File: src/rtl/data_mem_dump_arbiter.sv
// Shares the Data_Memory port between the pipeline MEM stage and a debug
// memory dump engine. The pipeline always wins; dump reads use idle cycles.
//
// Ports:
//   i_clk, i_rst          clock, async active-low reset
//   i_pipe_*              MEM-stage request (req/we/size/unsigned/addr/wdata)
//   o_pipe_rdata          load data back to MEM stage (pass-through)
//   i_dbg_start/base/words  dump command (pulse, first byte addr, word count)
//   i_dbg_ready           debug side accepts the presented word
//   o_dbg_valid/data/addr dumped word handshake
//   o_dbg_busy/done       dump in progress / one-cycle end pulse
//   o_mem_*               Data_Memory request fields
//   i_mem_rdata           Data_Memory read data (one cycle after address)

module data_mem_dump_arbiter #(
  parameter int         NBITS     = 32,
  parameter int         CNT_W     = 8,
  parameter logic [1:0] SIZE_WORD = 2'b11,
  parameter int         ADDR_STEP = 4
) (
  input  logic             i_clk,
  input  logic             i_rst,
  input  logic             i_pipe_req,
  input  logic             i_pipe_we,
  input  logic [1:0]       i_pipe_size,
  input  logic             i_pipe_unsigned,
  input  logic [NBITS-1:0] i_pipe_addr,
  input  logic [NBITS-1:0] i_pipe_wdata,
  output logic [NBITS-1:0] o_pipe_rdata,
  input  logic             i_dbg_start,
  input  logic [NBITS-1:0] i_dbg_base,
  input  logic [CNT_W-1:0] i_dbg_words,
  input  logic             i_dbg_ready,
  output logic             o_dbg_valid,
  output logic [NBITS-1:0] o_dbg_data,
  output logic [NBITS-1:0] o_dbg_addr,
  output logic             o_dbg_busy,
  output logic             o_dbg_done,
  output logic             o_mem_we,
  output logic [1:0]       o_mem_size,
  output logic             o_mem_unsigned,
  output logic [NBITS-1:0] o_mem_addr,
  output logic [NBITS-1:0] o_mem_wdata,
  input  logic [NBITS-1:0] i_mem_rdata
);

  typedef enum logic [2:0] {
    S_IDLE,
    S_RD,
    S_WAIT,
    S_SEND,
    S_DONE
  } state_t;

  localparam logic [NBITS-1:0] STEP = NBITS'(ADDR_STEP);
  localparam logic [CNT_W-1:0] ONE  = CNT_W'(1);

  state_t           r_state;
  state_t           w_state_nx;
  logic [NBITS-1:0] r_cur_addr;
  logic [NBITS-1:0] w_cur_addr_nx;
  logic [CNT_W-1:0] r_remaining;
  logic [CNT_W-1:0] w_remaining_nx;
  logic             r_dbg_valid;
  logic             w_dbg_valid_nx;
  logic [NBITS-1:0] r_dbg_data;
  logic [NBITS-1:0] w_dbg_data_nx;
  logic [NBITS-1:0] r_dbg_addr;
  logic [NBITS-1:0] w_dbg_addr_nx;
  logic             w_dump_grant;

  // Dump reads only when the pipeline leaves the port idle.
  assign w_dump_grant = (r_state == S_RD) && !i_pipe_req;

  always_ff @(posedge i_clk or negedge i_rst) begin
    if (!i_rst) begin
      r_state     <= S_IDLE;
      r_cur_addr  <= '0;
      r_remaining <= '0;
      r_dbg_valid <= 1'b0;
      r_dbg_data  <= '0;
      r_dbg_addr  <= '0;
    end else begin
      r_state     <= w_state_nx;
      r_cur_addr  <= w_cur_addr_nx;
      r_remaining <= w_remaining_nx;
      r_dbg_valid <= w_dbg_valid_nx;
      r_dbg_data  <= w_dbg_data_nx;
      r_dbg_addr  <= w_dbg_addr_nx;
    end
  end

  always_comb begin
    w_state_nx     = r_state;
    w_cur_addr_nx  = r_cur_addr;
    w_remaining_nx = r_remaining;
    w_dbg_valid_nx = r_dbg_valid;
    w_dbg_data_nx  = r_dbg_data;
    w_dbg_addr_nx  = r_dbg_addr;
    unique case (r_state)
      S_IDLE: begin
        if (i_dbg_start) begin
          if (i_dbg_words != '0) begin
            w_cur_addr_nx  = i_dbg_base;
            w_remaining_nx = i_dbg_words;
            w_state_nx     = S_RD;
          end else begin
            w_state_nx = S_DONE;
          end
        end
      end
      S_RD: begin
        if (w_dump_grant) begin
          w_state_nx = S_WAIT;
        end
      end
      S_WAIT: begin
        // Registered memory: read data for cur_addr is present now.
        w_dbg_data_nx  = i_mem_rdata;
        w_dbg_addr_nx  = r_cur_addr;
        w_dbg_valid_nx = 1'b1;
        w_state_nx     = S_SEND;
      end
      S_SEND: begin
        if (i_dbg_ready) begin
          w_dbg_valid_nx = 1'b0;
          if (r_remaining == ONE) begin
            w_state_nx = S_DONE;
          end else begin
            w_remaining_nx = r_remaining - ONE;
            w_cur_addr_nx  = r_cur_addr + STEP;
            w_state_nx     = S_RD;
          end
        end
      end
      S_DONE: begin
        w_state_nx = S_IDLE;
      end
      default: begin
        w_state_nx = S_IDLE;
      end
    endcase
  end

  always_comb begin
    o_mem_we       = i_pipe_req & i_pipe_we;
    o_mem_size     = i_pipe_size;
    o_mem_unsigned = i_pipe_unsigned;
    o_mem_addr     = i_pipe_addr;
    o_mem_wdata    = i_pipe_wdata;
    if (w_dump_grant) begin
      o_mem_we       = 1'b0;
      o_mem_size     = SIZE_WORD;
      o_mem_unsigned = 1'b1;
      o_mem_addr     = r_cur_addr;
      o_mem_wdata    = '0;
    end
  end

  assign o_pipe_rdata = i_mem_rdata;
  assign o_dbg_valid  = r_dbg_valid;
  assign o_dbg_data   = r_dbg_data;
  assign o_dbg_addr   = r_dbg_addr;
  assign o_dbg_busy   = (r_state != S_IDLE);
  assign o_dbg_done   = (r_state == S_DONE);

endmodule

File: config.mk
export PLATFORM = sky130hd
export DESIGN_NAME = data_mem_dump_arbiter
export DESIGN_NICKNAME = d
export VERILOG_FILES = /design/src/rtl/data_mem_dump_arbiter.sv
export SDC_FILE = /design/constraint.sdc
export NUM_CORES = 1
export LEC_CHECK = 0
export BUFFER_PORTS_ARGS = -buffer_cell sky130_fd_sc_hd__buf_4
export CAP_MARGIN = 20
export CORE_UTILIZATION = 40
export DETAILED_ROUTE_END_ITERATION = 8
export GPL_TIMING_DRIVEN = 1
export PLACE_DENSITY = 0.73
export SYNTH_ARGS = -nofsm -noshare
export SYNTH_HDL_FRONTEND = slang
export SYNTH_SLANG_ARGS = --single-unit
File: constraint.sdc
create_clock -name i_clk -period 1.95 [get_ports i_clk]
set_input_delay 0.195 -clock i_clk [delete_from_list [all_inputs] [get_ports i_clk]]
set_output_delay 0.195 -clock i_clk [all_outputs]
set_load 0.005 [all_outputs]
# Word level (Yosys, flattened, before mapping)
# Cells that the tools add are included.
# word_totals
register_bits,108
input_bits,145
output_inout_bits,167
elab_cells,52
# op_classes
add_sub_neg,2
eq_ne,10
mux,23
bitwise_logic,1
n_reduce_logical,10
# ops
operator,n
32-bit two-way mux,6
32-bit one-hot mux with 2 select lines,1
"32-bit by 3-bit adder with 32-bit output, second input constant",1
8-bit two-way mux,4
8-bit one-hot mux with 2 select lines,1
3-bit two-way mux,5
3-bit one-hot mux with 4 select lines,1
"2-bit != test, second input constant",5
"8-bit by 1-bit equality test with 1-bit output, second input constant",1
8-bit nonzero test,1
"8-bit by 1-bit subtractor with 8-bit output, second input constant",1
"3-bit by 2-bit equality test with 1-bit output, second input constant",2
5-bit AND reduction,1
2-bit nonzero test,2
"3-bit by 1-bit equality test with 1-bit output, second input constant",1
"3-bit equality test, second input constant",1
3-bit zero test,1
1-bit two-way mux,3
3-bit AND reduction,1
3-bit nonzero test,1
2-bit two-way mux,1
1-bit one-hot mux with 2 select lines,1
2-bit AND reduction,1
1-bit bitwise AND,1
2 further kinds,2

# Logic depth before layout (Yosys ltp)
# depth
word_depth,4
depth_mapped,8
ltp_nobuf,6

# Worst setup path after synthesis
# OpenSTA, ideal clock, no wires.
# synth_timing
path_kind,reg2reg
startpoint,register r_state[2]
endpoint,register r_dbg_addr[10] (netlist: o_dbg_addr[10])
arrival_time_ps,1561
t_required_ps,1825
setup_slack_ps,265
stages_incl_launch_ff,7
period_less_slack_ps,1685
cell_sequence,dfrtp_1 -> buf_2 -> nor2b_1 -> nor2b_1 -> buf_2 -> buf_2 -> mux2_2
# synth_between
elab_chain_len,1
# synth_lines
item,line,text
"start, declared",58,state_t r_state;
"start signal, assigned",84,r_state <= w_state_nx;
3-bit by 2-bit equality test with 1-bit output,100,unique case (r_state)
"end signal, assigned",89,r_dbg_addr <= w_dbg_addr_nx;
"end, declared",68,logic [NBITS-1:0] r_dbg_addr;
# No other way between the ends.
# A chain may end at the register's enable or synchronous reset.

# Worst setup path after layout
# layout_timing
startpoint,register r_state[0]
endpoint,output port o_mem_addr[0]
# layout_between
elab_chain_len,3
# layout_lines
item,line,text
3-bit by 1-bit equality test with 1-bit output,73,assign w_dump_grant = (r_state == S_RD) && !i_pipe_req;
1-bit logical AND,73,
32-bit two-way mux,151,if (w_dump_grant) begin
"end, declared",42,"output logic [NBITS-1:0] o_mem_addr,"
# No other way between the ends.

==> summary.txt <==
Timing
  – Post-route minimum period: 2.09 ns
  – Setup WS post-layout: -0.140 ns
  – Fin. max-slew vios: 0
  – Final Hold Vio Count: 0
  – F_max: 478 MHz
  – Worst clock skew: 0.00892 ns
  – Headroom to the max-slew limit: 0.603
  – Final setup viols: 43
  – Setup TNS Final: -3.76 ns
  – RSZ-0062 raised after global routing: yes
  – Period utilization: 1.07
  – Fin Hold WS: 0.0758 ns
  – Measured slew at the worst slew-check pin: 0.595 ns

Route
  – DRT Wirelength: 19300 um
  – Initial DRC Count: 308
  – ANT nets after route: 0
  – # DRC: 33
  – Drt via density: 5.22
  – Avg WL per Cell: 18.2 um
  – Drt pass-1 iters: 7
  – Vias: 5548

Clock tree
  – Longest Clk Path Bufs: 2
  – # H-tree levels: 3
  – Total CTS buffers: 9
  – CTS Root Cell: clkbuf_16
  – CTS Sinks: 108
  – CTS clk-pin slew, worst paths: 0.07 ns
  – Worst-Skew Late Latency: 0.35 ns
  – TritonCTS clock tree: yes

Power
  – PwrDens: 1460 mW/mm^2
  – Worst VDD drop: 0.000845 V
  – Leakage: 4.42 nW
  – Total power draw: 0.0138 W

Synthesis
  – Distinct cells, synth: 52
  – Mapped Area: 0.00603 mm^2
  – Post-synth EDFFs: 0
  – Ys flop type: dfrtp_1
  – Seq/Total Area, Yosys: 0.448
  – Synthesized Nets: 723
  – Flops & latches, synth: 108
  – Syn Inst Count: 575
  – Ys async rst share: 1.00
  – Syn_area_per_cell: 10.5 um^2
  – Synthesis warning total: 0

Die
  – Chip width: 125 um
  – IO Pins: 312
  – Initial Util: 0.412
  – Core Area: 0.0146 mm^2
  – Height of the die: 125 um
  – Row cnt: 44
  – Full die area: 0.0156 mm^2

Final layout
  – # nets final: 1022
  – Storage cell area: 0.00271 mm^2
  – Fillers: 1191
  – Most frequent cells in the layout: buf_4 (305), dfrtp_1 (106), mux2_2 (66), a21oi_1 (50), buf_6 (44)
  – Share of cells above drive strength 1: 0.569
  – Area of the multi-input gates: 0.00303 mm^2
  – Commonest non-fill, non-tap cell in the layout: buf_4
  – Ant diodes: 0
  – Area Growth Syn to Fin: 56.7%

Placed design
  – Pre-CTS setup slack: 0.118 ns
  – Port Buffer Count: 311
  – DP HPWL: 13300 um
  – Routability congestion estimate: 0.789

GRT
  – Gr ovfl total: 0
  – Number of global-route vias before repair: 5411
  – Overall Global Routing Usage: 0.238
  – Pin count of the biggest net entering global routing: 46
  – Global-route wire length before repair: 29300 um
  – Initial antenna violation count: 0

Run
  – Max Cap Violations: 0

Worst setup path
  – Crit path top cell by count: buf_6
  – CP required: 1.75 ns
  – Arrival time at the worst endpoint: 1.90 ns
  – CP startpoint kind: flip-flop
  – Critical-path cell list: nor2b_4 > nor3b_4 > buf_6 > clkbuf_16 > mux2_4 > buf_6
  – CP max FO: 7
  – Critical Path Slowest Stage Cell: dfrtp_1
  – CP max stage delay: 0.36 ns
  – Worst Setup End Kind: output pin
  – CP Class: flip-flop to output pin

Outcome
  – Run status: complete, but fails checks
  – Failing checks: DRC, setup timing

Hold path
  – Tightest Hold Check Type: primary input to flip-flop
-- sequential cells by signal, indices dropped and copies added (netlist names) --
register     cells
o_dbg_addr      32
o_dbg_data      32
o_dbg_valid      1
r_cur_addr      32
r_remaining      8
r_state          3
-- final timing paths --
check | startpoint | to | slack (ns) | cells past startpoint
worst min register to register | o_dbg_valid | o_dbg_valid | 0.49 | 1
worst min-delay path | i_dbg_ready | r_state[1] | 0.08 | 2
worst max-delay path | r_state[0] | o_mem_addr[0] | -0.14 | 6
min in group asynchronous | i_rst | o_dbg_data[19] | 0.40 | 2
max in group asynchronous | i_rst | r_remaining[4] | 0.89 | 3
worst max register to register | r_remaining[3] | r_cur_addr[13] | 0.15 | 6
-- layer usage --
layer,up-vias,track usage,part of all wire
li1,2654,-,-
met1,2707,0.315,0.43
met5,-,0,0
met4,0,0.0516,0.012
met3,15,0.0520,0.050
met2,172,0.398,0.51
-- per-stage QoR --
| step | cells | utilization | instance area, um^2 |
|---|---|---|---|
| 5_1_grt | 1063 | 0.645 | 9450 |
| 3_5_place_dp | 1030 | 0.578 | 8460 |
| 2_1_floorplan | 575 | - | 6030 |
| 4_1_cts | 1055 | 0.618 | 9050 |
| 3_3_place_gp | 1030 | 0.578 | 8460 |
| 6_report | 1063 | 0.645 | 9450 |
-- kinds of logic (layout without fill, tap and decap cells) --
| logic type | after synthesis | count (layout) | share of synthesized area |
|---|---|---|---|
| buffers and inverters | 81 | 385 | 0.0853 |
| AO/OA/AOI/OAI | 130 | 130 | 0.134 |
| adder cells (fa/ha/maj) | 3 | 3 | 0.00623 |
| multiplexers | 100 | 100 | 0.186 |
| flip-flops | 108 | 108 | 0.448 |
| AND/OR/NAND/NOR | 153 | 153 | 0.140 |
-- where the power goes --
| group | switching (W) | leakage, nW | internal (W) |
|---|---|---|---|
| sequential | 0.000845 | 1.25 | 0.00337 |
| combinational | 0.00325 | 3.01 | 0.00431 |
| clock | 0.000848 | 0.159 | 0.00116 |
| total | 0.00494 | 4.42 | 0.00885 |
-- final cells by class --
class | count | share of cell area
Clock buffer | 10 | 0.0253
Clock inverter | 6 | 0.00914
Inverter | 4 | 0.00159
Multi-Input combinational cell | 386 | 0.321
Sequential cell | 108 | 0.286
Tap cell | 184 | 0.0244
Timing Repair Buffer | 365 | 0.332
-- Yosys cell counts, drive strengths merged, types with 2 or more instances --
library cell,number,share of area
nand2,30,0.019
o21ai,28,0.023
buf,69,0.078
nor2,17,0.011
a22oi,2,0.0025
a21o,3,0.0037
o22ai,11,0.011
and2,4,0.0042
a2bb2oi,6,0.0087
nor2b,36,0.037
mux2,98,0.18
ha,3,0.0062
nand4,14,0.015
or2,4,0.0042
nor3,7,0.0058
a31o,2,0.0029
clkbuf,8,0.0050
mux2i,2,0.0033
and4,4,0.0062
o31a,3,0.0044
a31oi,6,0.0073
nand3,16,0.013
a41o,3,0.0050
and3,9,0.0093
a21oi,50,0.042
nor3b,4,0.0058
o32ai,4,0.0058
inv,4,0.0025
dfrtp,108,0.45
a22o,2,0.0029
nor4,4,0.0052
-- timing repair --
| item | 4_1_cts | 5_1_grt |
|---|---|---|
| setup endpoints to repair | 32 | 69 |
| gates resized for setup | 32 | 69 |
| gates cloned | 4 | 5 |
| hold endpoints to repair | 42 | 0 |
| setup buffers | 4 | 3 |
| hold buffers | 1 | 0 |
| pin swaps | 0 | 0 |
-- worst max-delay path, delay by kind of cell, from the launching register on --
| kind | cells | cell delay, ns |
|---|---|---|
| and+or+nand+nor | 2 | 0.39 |
| muxes | 1 | 0.31 |
| DFF | 1 | 0.36 |
| buffers and inverters | 3 | 0.50 |
Power figures use the tool's default switching activity.
